--- src/rtl/rom_port_arbiter_if.sv ---
// Requester-side bundle for the shared ROM read port.
// It carries the IF and DM request/response handshakes.
interface rom_port_arbiter_if #(
    parameter int ADDR_W = 12
) ();
    logic              if_req_valid;
    logic [ADDR_W-1:0] if_req_addr;
    logic              if_req_ready;
    logic              if_flush;
    logic              if_resp_valid;
    logic [31:0]       if_resp_data;

    logic              dm_req_valid;
    logic [ADDR_W-1:0] dm_req_addr;
    logic              dm_req_ready;
    logic              dm_resp_valid;
    logic [31:0]       dm_resp_data;

    // Core fetch/load units.
    modport master (
        output if_req_valid, if_req_addr, if_flush, dm_req_valid, dm_req_addr,
        input  if_req_ready, if_resp_valid, if_resp_data,
        input  dm_req_ready, dm_resp_valid, dm_resp_data
    );

    // Arbiter.
    modport slave (
        input  if_req_valid, if_req_addr, if_flush, dm_req_valid, dm_req_addr,
        output if_req_ready, if_resp_valid, if_resp_data,
        output dm_req_ready, dm_resp_valid, dm_resp_data
    );
endinterface

--- src/rtl/rom_port_arbiter.sv ---
// Shares the single ROM read port between instruction fetch (IF) and data loads (DM).
// It issues one grant per cycle and returns the ROM word one cycle after the grant.
module rom_port_arbiter #(
    parameter int ROM_ADDRESS_BITWIDTH = 12,
    parameter int MAX_DM_STREAK        = 4
) (
    input  logic                            clk,
    input  logic                            reset,
    rom_port_arbiter_if.slave               bus,
    output logic [ROM_ADDRESS_BITWIDTH-1:0] rom_address,
    input  logic [31:0]                     rom_data
);
    localparam int                          W          = ROM_ADDRESS_BITWIDTH;
    localparam logic [3:0]                  STREAK_MAX = 4'(MAX_DM_STREAK);
    localparam logic [W-1:0]                ALIGN_MASK = ~W'(3);

    typedef enum logic [1:0] {
        OWN_NONE,
        OWN_IF,
        OWN_DM
    } owner_t;

    owner_t       owner, owner_next;
    logic [3:0]   dm_streak, dm_streak_next;
    logic [W-1:0] addr_q, addr_next;
    logic         if_eligible, dm_eligible;
    logic         grant_if, grant_dm;

    // A flushed fetch cannot win the port in the cycle it is flushed.
    // DM still competes in that cycle.
    always_comb begin
        // NOTE: every always_comb output gets a default first so no path infers a latch.
        grant_if    = 1'b0;
        grant_dm    = 1'b0;
        if_eligible = bus.if_req_valid && !bus.if_flush && !reset;
        dm_eligible = bus.dm_req_valid && !reset;
        if (if_eligible && dm_eligible) begin
            if (dm_streak == STREAK_MAX) grant_if = 1'b1;
            else                         grant_dm = 1'b1;
        end else if (if_eligible) begin
            grant_if = 1'b1;
        end else if (dm_eligible) begin
            grant_dm = 1'b1;
        end
    end

    // The streak only counts DM wins taken while IF was waiting.
    // A flush cycle freezes it so that a redirect does not use up IF's turn.
    always_comb begin
        dm_streak_next = dm_streak;
        if (!bus.if_req_valid) begin
            dm_streak_next = 4'd0;
        end else if (!bus.if_flush) begin
            if (grant_if) begin
                dm_streak_next = 4'd0;
            end else if (grant_dm && dm_streak != STREAK_MAX) begin
                dm_streak_next = dm_streak + 4'd1;
            end
        end
    end

    always_comb begin
        addr_next = addr_q;
        if (grant_if)      addr_next = bus.if_req_addr & ALIGN_MASK;
        else if (grant_dm) addr_next = bus.dm_req_addr & ALIGN_MASK;
    end

    // Owner FSM: this cycle's grant becomes next cycle's response owner.
    always_comb begin
        owner_next        = OWN_NONE;
        bus.if_resp_valid = 1'b0;
        bus.dm_resp_valid = 1'b0;
        if (grant_if)      owner_next = OWN_IF;
        else if (grant_dm) owner_next = OWN_DM;
        case (owner)
            OWN_IF:  bus.if_resp_valid = !bus.if_flush && !reset;
            OWN_DM:  bus.dm_resp_valid = !reset;
            default: ;
        endcase
    end

    always_ff @(posedge clk) begin
        // NOTE: registered state uses non-blocking assignments so every flop samples pre-edge values.
        if (reset) begin
            owner     <= OWN_NONE;
            dm_streak <= 4'd0;
            addr_q    <= '0;
        end else begin
            owner     <= owner_next;
            dm_streak <= dm_streak_next;
            addr_q    <= addr_next;
        end
    end

    assign bus.if_req_ready = grant_if;
    assign bus.dm_req_ready = grant_dm;
    assign bus.if_resp_data = rom_data;
    assign bus.dm_resp_data = rom_data;
    assign rom_address      = reset ? '0 : addr_next;
endmodule

--- src/flat_wrapper.sv ---
// flat-port wrapper written by rule: the top's interface ports become plain ports
module rom_port_arbiter_flat 
#(
    parameter int ROM_ADDRESS_BITWIDTH = 12,
    parameter int MAX_DM_STREAK        = 4
)
  (clk, reset, rom_address, rom_data, bus_if_req_valid, bus_if_req_addr, bus_if_flush, bus_dm_req_valid, bus_dm_req_addr, bus_if_req_ready, bus_if_resp_valid, bus_if_resp_data, bus_dm_req_ready, bus_dm_resp_valid, bus_dm_resp_data);
  rom_port_arbiter_if #(.ADDR_W((12))) bus_i ();
  input  logic clk;
  input  logic reset;
  output logic [ROM_ADDRESS_BITWIDTH-1:0] rom_address;
  input  logic [31:0] rom_data;
  input wire logic [$bits(bus_i.if_req_valid)-1:0] bus_if_req_valid;
  input wire logic [$bits(bus_i.if_req_addr)-1:0] bus_if_req_addr;
  input wire logic [$bits(bus_i.if_flush)-1:0] bus_if_flush;
  input wire logic [$bits(bus_i.dm_req_valid)-1:0] bus_dm_req_valid;
  input wire logic [$bits(bus_i.dm_req_addr)-1:0] bus_dm_req_addr;
  output wire logic [$bits(bus_i.if_req_ready)-1:0] bus_if_req_ready;
  output wire logic [$bits(bus_i.if_resp_valid)-1:0] bus_if_resp_valid;
  output wire logic [$bits(bus_i.if_resp_data)-1:0] bus_if_resp_data;
  output wire logic [$bits(bus_i.dm_req_ready)-1:0] bus_dm_req_ready;
  output wire logic [$bits(bus_i.dm_resp_valid)-1:0] bus_dm_resp_valid;
  output wire logic [$bits(bus_i.dm_resp_data)-1:0] bus_dm_resp_data;
  assign bus_i.if_req_valid = bus_if_req_valid;
  assign bus_i.if_req_addr = bus_if_req_addr;
  assign bus_i.if_flush = bus_if_flush;
  assign bus_i.dm_req_valid = bus_dm_req_valid;
  assign bus_i.dm_req_addr = bus_dm_req_addr;
  assign bus_if_req_ready = bus_i.if_req_ready;
  assign bus_if_resp_valid = bus_i.if_resp_valid;
  assign bus_if_resp_data = bus_i.if_resp_data;
  assign bus_dm_req_ready = bus_i.dm_req_ready;
  assign bus_dm_resp_valid = bus_i.dm_resp_valid;
  assign bus_dm_resp_data = bus_i.dm_resp_data;
  rom_port_arbiter #(.ROM_ADDRESS_BITWIDTH(ROM_ADDRESS_BITWIDTH), .MAX_DM_STREAK(MAX_DM_STREAK)) u_core (.clk(clk), .reset(reset), .bus(bus_i), .rom_address(rom_address), .rom_data(rom_data));
endmodule
--- config.mk ---
export PLATFORM = sky130hd
export DESIGN_NAME = rom_port_arbiter_flat
export DESIGN_NICKNAME = d
export VERILOG_FILES = /design/src/rtl/rom_port_arbiter_if.sv /design/src/rtl/rom_port_arbiter.sv /design/src/flat_wrapper.sv
export SDC_FILE = /design/constraint.sdc
export NUM_CORES = 1
export LEC_CHECK = 0
export BUFFER_PORTS_ARGS = -buffer_cell sky130_fd_sc_hd__buf_2
export CAP_MARGIN = 20
export CORE_AREA = 4 4 70 72
export CTS_CLUSTER_DIAMETER = 40
export DETAILED_ROUTE_END_ITERATION = 7
export DIE_AREA = 0 0 74 76
export PLACE_DENSITY_LB_ADDON = 0.15
export SLEW_MARGIN = 10
export SYNTH_ARGS = -nofsm -noshare
export SYNTH_HDL_FRONTEND = slang
export SYNTH_SLANG_ARGS = --single-unit
--- constraint.sdc ---
create_clock -name clk -period 1.7 [get_ports clk]
set_input_delay 0.34 -clock clk [delete_from_list [all_inputs] [get_ports clk]]
set_output_delay 0.34 -clock clk [all_outputs]
set_load 0.02 [all_outputs]
==> results.md <==
- Status: finished, violations left
- Failing checks: setup timing
- Initial core utilization: 30.9%
- Mean Syn Cell Area: 9.16 sq um
- Final Cell Area: 1340 sq um
- Die area: between 5000 and 6000 sq um
- Clock Sinks: 18
- # rows: 24
- Slew HR: 79.5%
- Multi-input gate area in the final layout: between 400 and 500 sq um
- Area delta synth->final: 0.848%
- Actual slew at the worst max-slew pin: 300 ps
- Core footprint: 4290 sq um
- Final hold vios: 0
- First DRT Iteration DRCs: 34
- Slowest stage delay, CP: roughly 380 ps
- Largest net degree at the start of global routing: 12
- Final Instance Count excl. Fillers: 186
- P_int: 741 uW
- Setup WS pre-CTS: -169 ps
- Die width: 74 um
- Commonest non-fill, non-tap cell in the layout: buf_2
- CTS Buffer Depth: 2
- GRT Residual Overflow: 0
- CTS tree: done
- First-pass DRT Iterations: 6
- Vias in the first global route: 899
- Share of cells above drive strength 1: 54.5%
- Sequential fraction of the synthesis area: 27.1%
- CP endpoint kind: output pin
- Worst-path clk slew: approximately 80 ps
- Slowest CP cell: o311a_4
- Final ANT Viol Nets: 0
- Comb pwr share: about a fifth
- Syn nets: around 210
- Final HPWL DP: 1870 um
- Clock share of power: between 30% and 40%
- Most frequent cells in the layout: buf_2 (28), buf_4 (16), dfxtp_1 (16), nor3b_1 (11), buf_6 (11)
- Unrepaired setup endpoints after global routing: yes
- N_diodes: 0
- Worst setup SP type: register
- Fin worst setup slack: -426 ps
- Syn. warnings: 0
- Critical Path AT: 1790 ps
- Initial antenna violation count: 0
- Hold crit path type: input pin to register
- Peak VDD IR: between 0.2 and 0.3 mV
- Highest clock rate: 0.470 GHz
- Crit path time final: 2130 ps
- Sw frac: 25.8%
- Sequential share of power: around 45%
- Pwr dens: about 750 nW/um^2
- Final net count: 198
- Vias per cell: 4.58
- Fin crit share: 125%
- Num CTS Buffers: 3
- # DRC: 0
- Post-Syn Instances: 145
- GPL Wtd Cong: ~0.75
- Die height: 76 um
- CTS H-tree lvls: 1
- Synth area leader: buf_4
- Cell count after placement: 180
- Avg WL per Cell: 13.9 um
- Fill cell count: about 460
- Main area contributors after synthesis: buf_4 (37%), dfxtp_1 (27%), a221o_1 (6.8%)
- Max Slew Vio Count: 0
- Final WL: 2580 um
- Post-Syn Area: about 1300 sq um
- Clk root buf: clkbuf_8
- Placed Area: 1190 sq um
- Sw power: 257 uW
- IO buf count: 40
- Critical Path RT: 1360 ps
- Clock skew: 6.74 ps
- Final core utilization: 31.2%
- First-pass GRT wire length: about 4300 um
- FF/Latch Area: 363 sq um
- Final setup violation count: 12
- DR vias: 852
- Total of max-cap violations: 0
- Post-synth top area share: between 30 and 40%
- Critical path cell sequence: inv_2 -> ha_4 -> nand3b_4 -> o311a_4 -> a221o_2 -> buf_2
- Synth cell types: 28
- Setup CP Type: register to output pin
- Register bit total from synthesis: 18
- Total track usage: 9.46%
- Ports: 141
- Clock Latency Late Sink: 260 ps
- Leakage: 0.000576 uW
- CP Max Fanout: 11
metrics by stage:
| stage | setup TNS, ps | hold slack [ps] | power [uW] |
|---|---|---|---|
| global placement | -1600 | 439 | 616 |
| CTS | -4480 | 319 | 1010 |
| finish | -4330 | 325 | 999 |
| floorplan | -1120 | 423 | 766 |
| detailed placement | -1580 | 442 | 617 |
| global route | -5420 | 327 | 1040 |
cell type report:
class | instances | share of cell area [%]
clock buffers | 4 | 4.11
flip-flops and latches | 18 | 27.1
multi-input cells | 53 | 34.1
inverters | 4 | 1.12
repair buffers | 55 | 28.7
well taps | 52 | 4.86
state kept, by name, summed over array words and instances (netlist names):
name              cells
u_core.addr_q        12
u_core.dm_streak      4
u_core.owner          2
final timing paths:
| check | cells past startpoint | start | slack [ps] | endpoint |
|---|---|---|---|---|
| setup / recovery | 6 | u_core.dm_streak[1] | -430 | rom_address[11] |
| hold / removal | 2 | bus_if_req_addr[11] | 330 | u_core.addr_q[11] |
| setup reg to reg | 5 | u_core.dm_streak[1] | 230 | u_core.addr_q[11] |
| hold reg to reg | 1 | u_core.addr_q[0] | 460 | u_core.addr_q[0] |
layer usage:
| layer | wire length (um) | GRT usage [%] | up-vias |
|---|---|---|---|
| li1 | - | - | 413 |
| met1 | 1060 | 11.4 | 365 |
| met2 | 1190 | 13.9 | 66 |
| met3 | 305 | 5.28 | 8 |
| met4 | 25 | 3.26 | 0 |
| met5 | 0 | 0 | - |
cells in the mapped netlist:
library cell   n
nor3b_1       11
nand3_1        2
a2111oi_4      1
inv_1          4
o311a_4        1
clkbuf_1       3
nand3b_1       1
buf_6          1
nand4_1        1
nand4b_1       2
o311a_2        1
buf_2          1
nor2b_1        1
and2_1         2
nor2_1         4
a221o_2        1
nand2_1        5
a21oi_1        2
a221o_1        9
dfxtp_1       18
and3_2         1
a2111oi_0      1
nor4b_1        1
nand3b_4       1
or2_2          1
ha_1           2
a31oi_1        2
buf_4         65
power groups by stage:
| stage | combinational, uW | sequential, uW | clock [uW] |
|---|---|---|---|
| after global placement | 162 | 454 | 0 |
| final | 187 | 445 | 367 |
| after detailed placement | 162 | 455 | 0 |
| after global routing | 203 | 447 | 390 |
| after floorplan | 312 | 454 | 0 |
| after CTS | 183 | 445 | 380 |
worst max-delay path: cells and delay by family, from the launching register on:
kind | cells | cell delay, ps
adders and majority gates | 1 | 140
buffers and inverters | 2 | 220
AOI/OAI and AO/OA | 2 | 740
and+or+nand+nor | 1 | 100
DFF | 1 | 320
cell families after synthesis:
logic type                 Yosys count  synth area share, %
buffers and inverters               74                 40.0
and+or+nand+nor                     33                 16.5
AOI/OAI and AO/OA                   18                 14.5
DFF                                 18                 27.1
adders and majority gates            2                 1.88
timing repair:
| item | 4_1_cts | 5_1_grt |
|---|---|---|
| buffers inserted | 0 | 1 |
| gates resized for setup | 19 | 8 |
| hold endpoints to repair | 0 | 0 |
| gates cloned | 0 | 1 |
| setup endpoints to repair | 12 | 14 |
| pin swaps | 0 | 1 |
| hold buffers | 0 | 0 |
No activity file was read; power rests on OpenSTA's default activity.
